$ cat config.mk
export PLATFORM = sky130hd
export DESIGN_NAME = fwft_prefetch_reader
export DESIGN_NICKNAME = d
export VERILOG_FILES = /design/src/rtl/fwft_prefetch_reader.sv
export SDC_FILE = /design/constraint.sdc
export NUM_CORES = 1
export LEC_CHECK = 0
export ABC_AREA = 1
export CAP_MARGIN = 20
export CORE_MARGIN = 1.5
export CORE_UTILIZATION = 49
export DETAILED_ROUTE_END_ITERATION = 16
export HOLD_SLACK_MARGIN = 0.05
export PLACE_DENSITY = 0.83
export SYNTH_ARGS = -nofsm -noshare
export SYNTH_HDL_FRONTEND = slang
export SYNTH_SLANG_ARGS = --single-unit
$ cat constraint.sdc
create_clock -name clk -period 1.9 [get_ports clk]
set_input_delay 0.38 -clock clk [delete_from_list [all_inputs] [get_ports clk]]
set_output_delay 0.38 -clock clk [all_outputs]
set_load 0.1 [all_outputs]
$ cat src/rtl/fwft_prefetch_reader.sv
// fwft_prefetch_reader
// Turns a fixed-latency standard FIFO read port into a first-word-fall-through
// interface. Reads are issued speculatively into a small circular buffer of
// RD_LATENCY+1 entries, which is the minimum that sustains one word per clock.
// Every issued read is tracked in a shift register until its data returns, so
// the buffer can never overflow.
// Legal RD_LATENCY values are 1..3.

module fwft_prefetch_reader #(
    parameter int  WIDTH      = 8,
    parameter int  RD_LATENCY = 1,
    localparam int BUF_DEPTH  = RD_LATENCY + 1,
    localparam int CNT_W      = $clog2(BUF_DEPTH + 1)
) (
    input  logic             clk,
    input  logic             rst,
    input  logic             flush,
    input  logic             fifo_empty,
    output logic             fifo_rden,
    input  logic [WIDTH-1:0] fifo_rdata,
    input  logic             rden,
    output logic [WIDTH-1:0] rdata,
    output logic             rdata_vld,
    output logic [CNT_W-1:0] buf_cnt
);

    localparam int PTR_W = $clog2(BUF_DEPTH);
    // Wide enough to hold buf_cnt + popcount(inflight) + 1 without wrapping.
    localparam int SUM_W = CNT_W + 2;

    // Read-tracking state: one bit per cycle of read latency.
    logic [RD_LATENCY-1:0] inflight_q;
    logic [RD_LATENCY-1:0] inflight_d;
    // Marks in-flight reads issued before a flush; their data is dropped.
    logic [RD_LATENCY-1:0] discard_q;
    logic [RD_LATENCY-1:0] discard_d;

    // Buffer state.
    logic [WIDTH-1:0] mem_q [BUF_DEPTH];
    logic [PTR_W-1:0] wr_ptr_q;
    logic [PTR_W-1:0] wr_ptr_d;
    logic [PTR_W-1:0] rd_ptr_q;
    logic [PTR_W-1:0] rd_ptr_d;
    logic [CNT_W-1:0] cnt_q;
    logic [CNT_W-1:0] cnt_d;

    // Per-cycle control.
    logic             pop;
    logic             pop_eff;
    logic             wr_en;
    logic [SUM_W-1:0] inflight_cnt;
    logic [SUM_W-1:0] occupancy;
    logic [SUM_W-1:0] limit;

    function automatic logic [PTR_W-1:0] ptr_inc(input logic [PTR_W-1:0] p);
        return (p == PTR_W'(BUF_DEPTH - 1)) ? '0 : p + PTR_W'(1);
    endfunction

    // FWFT presentation straight from registered storage.
    assign rdata_vld = (cnt_q != '0);
    assign rdata     = mem_q[rd_ptr_q];
    assign buf_cnt   = cnt_q;

    // A pop only happens when a word is presented; flush overrides it.
    assign pop     = rden & rdata_vld;
    assign pop_eff = pop & ~flush;

    // Returning data is kept unless it belongs to a read issued before a flush,
    // or it lands in the flush cycle itself.
    assign wr_en = inflight_q[RD_LATENCY-1] & ~discard_q[RD_LATENCY-1] & ~flush;

    // Count reads still on their way back from the upstream FIFO.
    always_comb begin
        inflight_cnt = '0;
        for (int i = 0; i < RD_LATENCY; i++) begin
            inflight_cnt = inflight_cnt + SUM_W'(inflight_q[i]);
        end
    end

    // Issue a read only if the word is guaranteed a buffer slot when it lands.
    // Comparing against BUF_DEPTH + pop avoids an unsigned subtraction.
    assign occupancy = SUM_W'(cnt_q) + inflight_cnt;
    assign limit     = SUM_W'(BUF_DEPTH) + SUM_W'(pop);
    assign fifo_rden = rst & ~flush & ~fifo_empty & (occupancy < limit);

    // Head of the tracking shift registers: new read enters, nothing discarded.
    assign inflight_d[0] = fifo_rden;
    assign discard_d[0]  = 1'b0;

    genvar gi;
    generate
        for (gi = 1; gi < RD_LATENCY; gi++) begin : g_track
            assign inflight_d[gi] = inflight_q[gi-1];
            // On flush every read still in flight becomes a discard.
            assign discard_d[gi]  = flush ? inflight_q[gi-1] : discard_q[gi-1];
        end
    endgenerate

    // Pointer and count next-state.
    always_comb begin
        rd_ptr_d = rd_ptr_q;
        wr_ptr_d = wr_ptr_q;
        cnt_d    = cnt_q;
        if (flush) begin
            rd_ptr_d = '0;
            wr_ptr_d = '0;
            cnt_d    = '0;
        end else begin
            if (pop_eff) begin
                rd_ptr_d = ptr_inc(rd_ptr_q);
            end
            if (wr_en) begin
                wr_ptr_d = ptr_inc(wr_ptr_q);
            end
            unique case ({wr_en, pop_eff})
                2'b10:   cnt_d = cnt_q + CNT_W'(1);
                2'b01:   cnt_d = cnt_q - CNT_W'(1);
                default: cnt_d = cnt_q;
            endcase
        end
    end

    // Control registers: tracking shift registers, pointers and count.
    always_ff @(posedge clk or negedge rst) begin
        if (!rst) begin
            inflight_q <= '0;
            discard_q  <= '0;
            rd_ptr_q   <= '0;
            wr_ptr_q   <= '0;
            cnt_q      <= '0;
        end else begin
            inflight_q <= inflight_d;
            discard_q  <= discard_d;
            rd_ptr_q   <= rd_ptr_d;
            wr_ptr_q   <= wr_ptr_d;
            cnt_q      <= cnt_d;
        end
    end

    // Prefetch storage; cleared on reset so rdata reads zero when idle.
    always_ff @(posedge clk or negedge rst) begin
        if (!rst) begin
            for (int i = 0; i < BUF_DEPTH; i++) begin
                mem_q[i] <= '0;
            end
        end else if (wr_en) begin
            mem_q[wr_ptr_q] <= fifo_rdata;
        end
    end

endmodule

==> results of run 1 <==
## layout make-up
| cell class | count | area, sq um | share of cell area (%) |
|---|---|---|---|
| Timing Repair Buffer | 31 | 413 | 25.8 |
| Inverter | 17 | 66.3 | 4.15 |
| Multi-Input combinational cell | 86 | 529 | 33.1 |
| Clock buffer | 4 | 26.3 | 1.64 |
| Tap cell | 27 | 33.8 | 2.11 |
| Sequential cell | 21 | 531 | 33.2 |
## metal layers
metal  vias up  GRT usage [%]  routed length (um)
li1        462              -                   -
met4         0           11.7                  44
met1       438           25.3                 899
met2        41           36.6                1250
met3         6           3.57                 150
met5         -              0                   0
## how the worst min path moves through the flow
stage	from	endpoint	slack, ns	cells after the start
floorplan	rst	buf_cnt[1]	0.08	0
global placement	mem_q[1]	mem_q[1]	0.46	2
detailed placement	mem_q[8]	mem_q[8]	0.47	2
CTS	rst	mem_q[15]	0.45	2
global route	rst	inflight_q	0.50	2
finish	rst	mem_q[15]	0.47	2
## critical path: stages (launching register included)
cell	delay, ns
dfrtp_4	0.50
ha_4	0.21
or2_4	0.25
a21oi_4	0.19
buf_12	0.19
## what timing repair did
item / 4_1_cts / 5_1_grt
gates resized for setup: 0 / 4
cloned: 0 / 0
endpoints found under the setup margin: 1 / 2
buffers inserted: 1 / 1
## registers in the layout, summed over array words and instances (netlist names)
register and cells:
rd_ptr_q 1, mem_q 16, inflight_q 1, buf_cnt 2, wr_ptr_q 1
## metrics by stage
| stage | hold slack (ns) | cells |
|---|---|---|
| floorplan | 0.0844 | 127 |
| global placement | 0.463 | 180 |
| detailed placement | 0.470 | 180 |
| CTS | 0.451 | 185 |
| global route | 0.497 | 186 |
| finish | 0.475 | 186 |
## logic make-up after synthesis
family                   after synthesis
AO/OA/AOI/OAI                         21
buffers and inverters                 20
flip-flops                            21
AND/OR/NAND/NOR                       63
adder cells (fa/ha/maj)                2
## where the power goes
part           internal [mW]  total [mW]  switching, mW
sequential             0.522       0.573         0.0513
combinational          0.322       0.906          0.585
clock                 0.0818       0.205          0.123
## layout by cell type, fill, tap and decap left out
master	synthesis	layout
a21oi_1	1	1
a21oi_4	0	1
buf_12	0	12
buf_4	0	7
clkbuf_1	0	1
clkbuf_4	0	3
clkdlybuf4s50_1	0	12
dfrtp_1	21	19
dfrtp_2	0	1
dfrtp_4	0	1
ha_4	0	2
inv_1	15	15
inv_2	2	1
inv_4	0	1
nand2_1	44	44
nand2_2	4	4
nand2_4	2	2
nand3_1	6	5
nand3_2	0	1
nand4_1	2	2
nor2_1	3	2
nor2_4	1	2
o21ai_1	2	2
o21ai_2	17	17
or2_4	0	1
==> flow_summary.rst, run 1 <==
.. list-table::
   :header-rows: 1

   * - Metric
     - Value
   * - Highest attainable clock frequency
     - 492 MHz
   * - CTS Root Cell
     - clkbuf_4
   * - R2R cell count
     - 5
   * - Critical path capture point
     - fifo_rden
   * - Initial Utilization
     - 53.8%
   * - Flop and latch count out of synthesis
     - 21
   * - Adder-cell share of the synthesized area
     - 2.28%
   * - Compound-Gate Fraction of Synth Area
     - 15.7%
   * - All-layer global routing usage
     - 21.4%
   * - Fin crit share
     - 107%
   * - Power per cell area
     - 1050 nW/um^2
   * - Number of synthesis warnings
     - 0
   * - Clk sink count
     - 21
   * - Skew final
     - 0.00113 ns
   * - Dominant cell by count in the synthesized netlist
     - nand2_1
   * - Via density per instance
     - 5.09
   * - Top cells by area in the synthesized netlist
     - dfrtp_1, nand2_1, o21ai_2, inv_1, nand3_1
   * - Portion of netlist area occupied by mux cells
     - 0%
   * - Clock slew at reported path FFs
     - 0.10 ns
   * - Number of synthesized flops with an enable pin
     - 0
   * - Post-synthesis cell area
     - 1100 sq um
   * - WL final
     - 2350 um
   * - Arrival time at the worst endpoint
     - 1.65 ns
   * - Post-synthesis share of cell area spent on xor and xnor gates
     - 0%
   * - Dominant combinational cell family by area after synthesis
     - simple AND/OR/NAND/NOR gates
   * - Final number of hold-violating endpoints
     - 0
   * - Post-CTS Hold Buffers
     - 0
   * - Count of vias placed by the detailed router
     - 947
   * - Largest net degree at the start of global routing
     - 22
   * - Fraction of synthesized cell area taken by the top area cell type
     - 47.8%
   * - Dpl cell area
     - 1540 sq um
   * - Sequential share of the synthesized area
     - 47.8%
   * - Overall power after layout
     - 1.68 mW
   * - Start-to-end type of the worst setup path
     - reg -> out
   * - Total die area
     - 2540 sq um
   * - Source-to-sink clock delay at the later pin of the worst-skew pair
     - 0.29 ns
   * - Largest area contributor in the synthesized netlist
     - dfrtp_1
   * - Ranking of synthesized cells by instance count
     - nand2_1, dfrtp_1, o21ai_2
   * - Deepest level of the CTS H-tree
     - 1
   * - Core area
     - 2040 sq um
   * - Utilization after layout
     - 78.3%
   * - Num rows
     - 16
   * - Violations in the final reports
     - negative setup slack
   * - Avg WL per Cell
     - 12.6 um
   * - Post-route cell area
     - 1600 sq um
   * - Tightest Pin Transition
     - 0.376 ns
   * - Post-Synthesis Mean Instance Area
     - 8.65 sq um
   * - Number of antenna-violating nets in the routed design
     - 0
   * - Crit end category
     - output port
   * - Final worst-path setup slack
     - -0.132 ns
   * - First-iteration detailed-routing DRC count
     - 25
   * - Share of layout cells above drive strength 1
     - 35.2%
   * - Destination of the worst register-to-register timing path
     - inflight_q
   * - Max-slew headroom at the worst pin
     - 74.9%
   * - First-pass GRT wire length
     - 4040 um
   * - Aggregate global routing overflow
     - 0
   * - Number of CTS-inserted buffers
     - 3
   * - Syn nets
     - 142
   * - Number of endpoints failing setup at the final stage
     - 1
   * - Crit start category
     - register
   * - Number of distinct library cells after synthesis
     - 18
   * - Maximum fanout along the worst path
     - 2
   * - Area added between synthesis and finish
     - 45.6%
   * - Worst reg2reg setup slack
     - 0.47 ns
   * - Worst setup slack before clock tree synthesis
     - -0.0451 ns
   * - Total negative slack
     - -0.132 ns
   * - CTS max path bufs
     - 2
   * - Start point of the critical path
     - buf_cnt[0]
   * - Number of antenna violations at the first check in global routing
     - 0
   * - Final RePlAce weighted congestion
     - 0.750
   * - Horizontal die dimension
     - 50.4 um
   * - Number of pins exceeding their max-slew limit in the final report
     - 0
   * - R2R Path Start
     - buf_cnt[0]
   * - Vias in the first global route
     - 934
   * - Simple-gate portion of the synthesized area
     - 25.9%
   * - Setup repair after global routing missed its margin
     - true
   * - Maximum Capacitance Violations
     - 0
   * - Leakage
     - 0.787 nW
   * - Shortest period the worst path allows
     - 2.03 ns
   * - Result of the run
     - finished with violations
   * - Fill cell instance count of the final layout
     - 150
   * - Antenna fix cells
     - 0
   * - Die Height
     - 50.4 um
   * - Path category of the worst min-delay check
     - in -> async
   * - Number of iterations in the first detailed-routing pass
     - 4
   * - Critical Path RT
     - 1.52 ns
   * - Top_reg_cell synth
     - dfrtp_1
   * - TritonCTS clock tree
     - done
   * - Share of flip-flops with an asynchronous set or reset
     - 100%
   * - Fin nets
     - 175
   * - Post-detail-place hpwl
     - 1710 um
   * - DRC violation count after routing
     - 0
   * - Number of I/O port buffers
     - 24
   * - Cells after synthesis
     - 127
   * - Maximum resistive drop on vdd
     - 0.823 mV
   * - Num ports
     - 25
Note: power is estimated with default switching activity, not from simulation.
==> run 2, diff against run 1 <==
- SKIP_CTS_REPAIR_TIMING: default -> 1
==> run 2 against run 1 <==
  * The flow still finishes with violations (negative setup slack)
  * Clock power is essentially flat
  * Register-to-register slack improved by 0.09 ns
  * Critical endpoint unchanged
  * Hold slack about the same
  * Count of clock-buffer cells in the layout stayed put
  * Sequential cell count unchanged
==> flow_summary.rst, run 2 (same netlist as run 1, synthesis figures left out) <==
.. list-table::
   :header-rows: 1

   * - Metric
     - Value
   * - Post-detail-place hpwl
     - 1710 um
   * - CTS Root Cell
     - clkbuf_4
   * - Highest attainable clock frequency
     - 492 MHz
   * - Initial Utilization
     - 53.8%
   * - First-iteration detailed-routing DRC count
     - 23
   * - Violations in the final reports
     - negative setup slack
   * - Number of pins exceeding their max-slew limit in the final report
     - 0
   * - Count of buffer and inverter cells on the critical path
     - 1
   * - Area added between synthesis and finish
     - 44.9%
   * - Number of endpoints failing setup at the final stage
     - 1
   * - Avg WL per Cell
     - 12.7 um
   * - Clk sink count
     - 21
   * - Num rows
     - 16
   * - Deepest level of the CTS H-tree
     - 1
   * - Setup repair after global routing missed its margin
     - true
   * - Leakage
     - 0.781 nW
   * - Antenna fix cells
     - 0
   * - Final number of hold-violating endpoints
     - 0
   * - Commonest non-fill, non-tap cell in the layout
     - nand2_1
   * - TritonCTS clock tree
     - done
   * - Max-slew headroom at the worst pin
     - 74.8%
   * - Maximum Capacitance Violations
     - 0
   * - Crit-path leading delay family
     - flip-flops
   * - Clock slew at reported path FFs
     - 0.10 ns
   * - Flip-flop count of the largest register after layout
     - 16
   * - Utilization after layout
     - 77.9%
   * - WL final
     - 2360 um
   * - Commonest cells after routing, fill and taps aside
     - nand2_1, dfrtp_1, o21ai_2
   * - Path category of the worst min-delay check
     - in -> async
   * - Crit start category
     - register
   * - All-layer global routing usage
     - 21.1%
   * - Number of CTS-inserted buffers
     - 3
   * - Num ports
     - 25
   * - Die Height
     - 50.4 um
   * - Fin crit share
     - 107%
   * - Horizontal die dimension
     - 50.4 um
   * - CTS max path bufs
     - 2
   * - Critical Path RT
     - 1.52 ns
   * - Tightest Pin Transition
     - 0.378 ns
   * - Vias in the first global route
     - 929
   * - Number of I/O port buffers
     - 24
   * - Count of vias placed by the detailed router
     - 940
   * - Largest net degree at the start of global routing
     - 22
   * - Delay of the slowest critical-path stage
     - 0.50 ns
   * - Largest reg by FF count
     - mem_q
   * - Number of antenna violations at the first check in global routing
     - 0
   * - Start-to-end type of the worst setup path
     - reg -> out
   * - Number of iterations in the first detailed-routing pass
     - 4
   * - Final worst-path setup slack
     - -0.131 ns
   * - Post-route cell area
     - 1590 sq um
   * - Power per cell area
     - 1060 nW/um^2
   * - Shortest period the worst path allows
     - 2.03 ns
   * - Total die area
     - 2540 sq um
   * - Source-to-sink clock delay at the later pin of the worst-skew pair
     - 0.29 ns
   * - Arrival time at the worst endpoint
     - 1.65 ns
   * - Slowest cell on crit path
     - dfrtp_4
   * - Dpl cell area
     - 1540 sq um
   * - Number of antenna-violating nets in the routed design
     - 0
   * - Fill cell instance count of the final layout
     - 152
   * - Crit end category
     - output port
   * - Worst hold slack
     - 0.474 ns
   * - Skew final
     - 0.00113 ns
   * - Share of layout cells above drive strength 1
     - 34.8%
   * - Chain of cells forming the critical path
     - ha_4, or2_4, a21oi_4, buf_12
   * - First-pass GRT wire length
     - 4000 um
   * - Maximum fanout along the worst path
     - 2
   * - Final RePlAce weighted congestion
     - 0.750
   * - Core area
     - 2040 sq um
   * - Aggregate global routing overflow
     - 0
   * - Result of the run
     - finished with violations
   * - Maximum resistive drop on vdd
     - 0.822 mV
   * - DRC violation count after routing
     - 0
   * - Via density per instance
     - 5.08
   * - Fin nets
     - 174
run 2: cell count changes in the layout (fill, tap and decap cells not counted), sizes merged:
cell	delta
buf	-1
run 2: power by group:
| part | internal (mW) | switching, mW |
|---|---|---|
| Sequential | 0.522 | 0.0516 |
| Combinational | 0.321 | 0.585 |
| Clock | 0.0818 | 0.123 |
| Total | 0.924 | 0.760 |
run 2: worst reg2reg max path: stages, from the launching register on:
cell     delay [ns]
dfrtp_4        0.50
ha_4           0.21
or2_4          0.25
a21oi_4        0.19
buf_4          0.13
run 2: cell type report:
type | count | area, sq um | area share [%]
Sequential cell | 21 | 531 | 33.3
Multi-Input combinational cell | 86 | 529 | 33.3
Timing Repair Buffer | 30 | 405 | 25.5
Inverter | 17 | 66.3 | 4.17
Tap cell | 27 | 33.8 | 2.12
Clock buffer | 4 | 26.3 | 1.65
run 2: final timing paths:
path / startpoint / endpoint / slack (ns) / depth (start not counted)
setup / recovery: buf_cnt[0] / fifo_rden / -0.13 / 4
hold / removal: rst / mem_q[15] / 0.47 / 2
hold reg to reg: mem_q[11] / mem_q[11] / 0.50 / 2
setup reg to reg: buf_cnt[0] / inflight_q / 0.56 / 4
max in group asynchronous: rst / buf_cnt[0] / 1.19 / 2
min in group clk: mem_q[11] / mem_q[11] / 0.50 / 2
run 2: metal layers:
metal	global-route usage (%)	part of all wire, %	vias up
met5	0	0	-
met4	11.7	2.0	0
met3	3.57	4.5	8
met2	36.2	53	32
met1	25.0	41	439
li1	-	-	461
run 2: per-stage QoR:
step,total power [mW],setup TNS (ns),worst slack [ns],instances
2_1_floorplan,1.15,-0.234,-0.213,127
3_3_place_gp,1.46,-0.0138,-0.0138,180
3_5_place_dp,1.48,-0.0451,-0.0451,180
4_1_cts,1.69,-0.172,-0.172,184
5_1_grt,1.76,-0.190,-0.190,185
6_report,1.68,-0.131,-0.131,185
==> run 3, diff against run 2 <==
- REMOVE_ABC_BUFFERS: default -> 1
==> run 3 against run 2 <==
  * The run still ends with negative setup slack left
  * Global-route usage down 2.5 points
  * Sequential power is 0.9% lower
  * Clock power about the same
  * Cell count grew 0.54%
  * Total power shrank 0.91%
  * Routed wire length fell by 7.3%
  * Largest cell class unchanged
==> flow_summary.rst, run 3 (same netlist as run 1, synthesis figures left out) <==
.. list-table::
   :header-rows: 1

   * - Metric
     - Value
   * - Setup repair after global routing missed its margin
     - true
   * - Total negative slack
     - -0.132 ns
   * - Deepest level of the CTS H-tree
     - 1
   * - Number of iterations in the first detailed-routing pass
     - 4
   * - Skew final
     - 0.00391 ns
   * - Number of antenna violations at the first check in global routing
     - 0
   * - Tightest Pin Transition
     - 0.358 ns
   * - CTS max path bufs
     - 2
   * - Core area
     - 2040 sq um
   * - Power per cell area
     - 1070 nW/um^2
   * - Final RePlAce weighted congestion
     - 0.777
   * - Post-detail-place hpwl
     - 1620 um
   * - Horizontal die dimension
     - 50.4 um
   * - Maximum resistive drop on vdd
     - 0.774 mV
   * - Via density per instance
     - 4.98
   * - Critical Path RT
     - 1.52 ns
   * - R2R cell count
     - 6
   * - WL final
     - 2190 um
   * - Die Height
     - 50.4 um
   * - Arrival time at the worst endpoint
     - 1.65 ns
   * - Worst hold slack
     - 0.490 ns
   * - CTS Root Cell
     - clkbuf_4
   * - Register area
     - 526 sq um
   * - All-layer global routing usage
     - 18.6%
   * - Highest attainable clock frequency
     - 492 MHz
   * - Final number of hold-violating endpoints
     - 0
   * - Number of I/O port buffers
     - 24
   * - Number of antenna-violating nets in the routed design
     - 0
   * - Combined area of the multi-input logic cells
     - 499 sq um
   * - Path category of the worst min-delay check
     - in -> async
   * - Result of the run
     - finished with violations
   * - Max-slew headroom at the worst pin
     - 76.1%
   * - Start-to-end type of the worst setup path
     - reg -> out
   * - Number of endpoints failing setup at the final stage
     - 1
   * - Final worst-path setup slack
     - -0.132 ns
   * - Count of vias placed by the detailed router
     - 926
   * - Clock slew at reported path FFs
     - 0.11 ns
   * - Total die area
     - 2540 sq um
   * - Violations in the final reports
     - negative setup slack
   * - Final cell count without fillers
     - 186
   * - Num rows
     - 16
   * - DRC violation count after routing
     - 0
   * - Share of layout cells above drive strength 1
     - 32.7%
   * - Aggregate global routing overflow
     - 0
   * - First-pass GRT wire length
     - 3690 um
   * - Maximum fanout along the worst path
     - 3
   * - Flip-flop count of the largest register after layout
     - 16
   * - TritonCTS clock tree
     - done
   * - Fin crit share
     - 107%
   * - DP Cell Count
     - 180
   * - Fill cell instance count of the final layout
     - 149
   * - Initial Utilization
     - 53.8%
   * - Num ports
     - 25
   * - Crit start category
     - register
   * - Clk sink count
     - 21
   * - Commonest cells after routing, fill and taps aside
     - nand2_1, dfrtp_1, o21ai_2
   * - Commonest non-fill, non-tap cell in the layout
     - nand2_1
   * - Largest net degree at the start of global routing
     - 22
   * - Number of pins exceeding their max-slew limit in the final report
     - 0
   * - Crit end category
     - output port
   * - Largest reg by FF count
     - mem_q
   * - Vias in the first global route
     - 868
   * - Maximum Capacitance Violations
     - 0
   * - Area added between synthesis and finish
     - 42.1%
   * - Source-to-sink clock delay at the later pin of the worst-skew pair
     - 0.29 ns
   * - Number of CTS-inserted buffers
     - 3
   * - Avg WL per Cell
     - 11.8 um
   * - First-iteration detailed-routing DRC count
     - 18
   * - Worst reg2reg setup slack
     - 0.56 ns
   * - Shortest period the worst path allows
     - 2.03 ns
   * - Antenna fix cells
     - 0
   * - Leakage
     - 0.783 nW
   * - Fin nets
     - 175
[run 3: final cells by class]
type,instances,share of cell area (%)
clock buffers,4,1.68
inverters,17,4.09
multi-input cells,86,32.0
flip-flops and latches,21,33.7
well taps,27,2.16
repair buffers,31,26.4
[run 3: worst max-delay path: stages, from the launching register on]
cell     delay (ns)
dfrtp_1        0.42
ha_2           0.21
ha_4           0.15
nor2_2         0.08
nand3_1        0.10
a21oi_2        0.20
buf_12         0.20
[run 3: final timing paths]
kind | startpoint | to
max | inflight_q | fifo_rden
min | rst | mem_q[15]
max reg2reg | inflight_q | inflight_q
min reg2reg | mem_q[9] | mem_q[9]
max in group asynchronous | rst | wr_ptr_q
min in group clk | mem_q[9] | mem_q[9]
[run 3: metrics by stage]
stage	utilization (%)	setup slack [ns]	area, sq um	power (mW)
3_5_place_dp	73.6	-0.0549	1500	1.47
2_1_floorplan	-	-1.02	1070	1.14
5_1_grt	76.5	-0.191	1560	1.74
3_3_place_gp	73.6	-0.0335	1500	1.45
4_1_cts	74.9	-0.133	1530	1.67
6_report	76.5	-0.132	1560	1.67
[run 3: routing by layer]
layer  part of all wire, %  wire length (um)  global-route usage (%)
met1                    45               980                    24.1
met2                    51              1110                    33.1
met3                   3.7                82                    2.08
met4                  0.64                14                    4.50
met5                     0                 0                       0
[run 3: report_power, final]
group          leakage, nW  internal (mW)  switching, mW
sequential           0.275          0.519         0.0496
combinational        0.492          0.315          0.577
clock               0.0150         0.0815          0.126
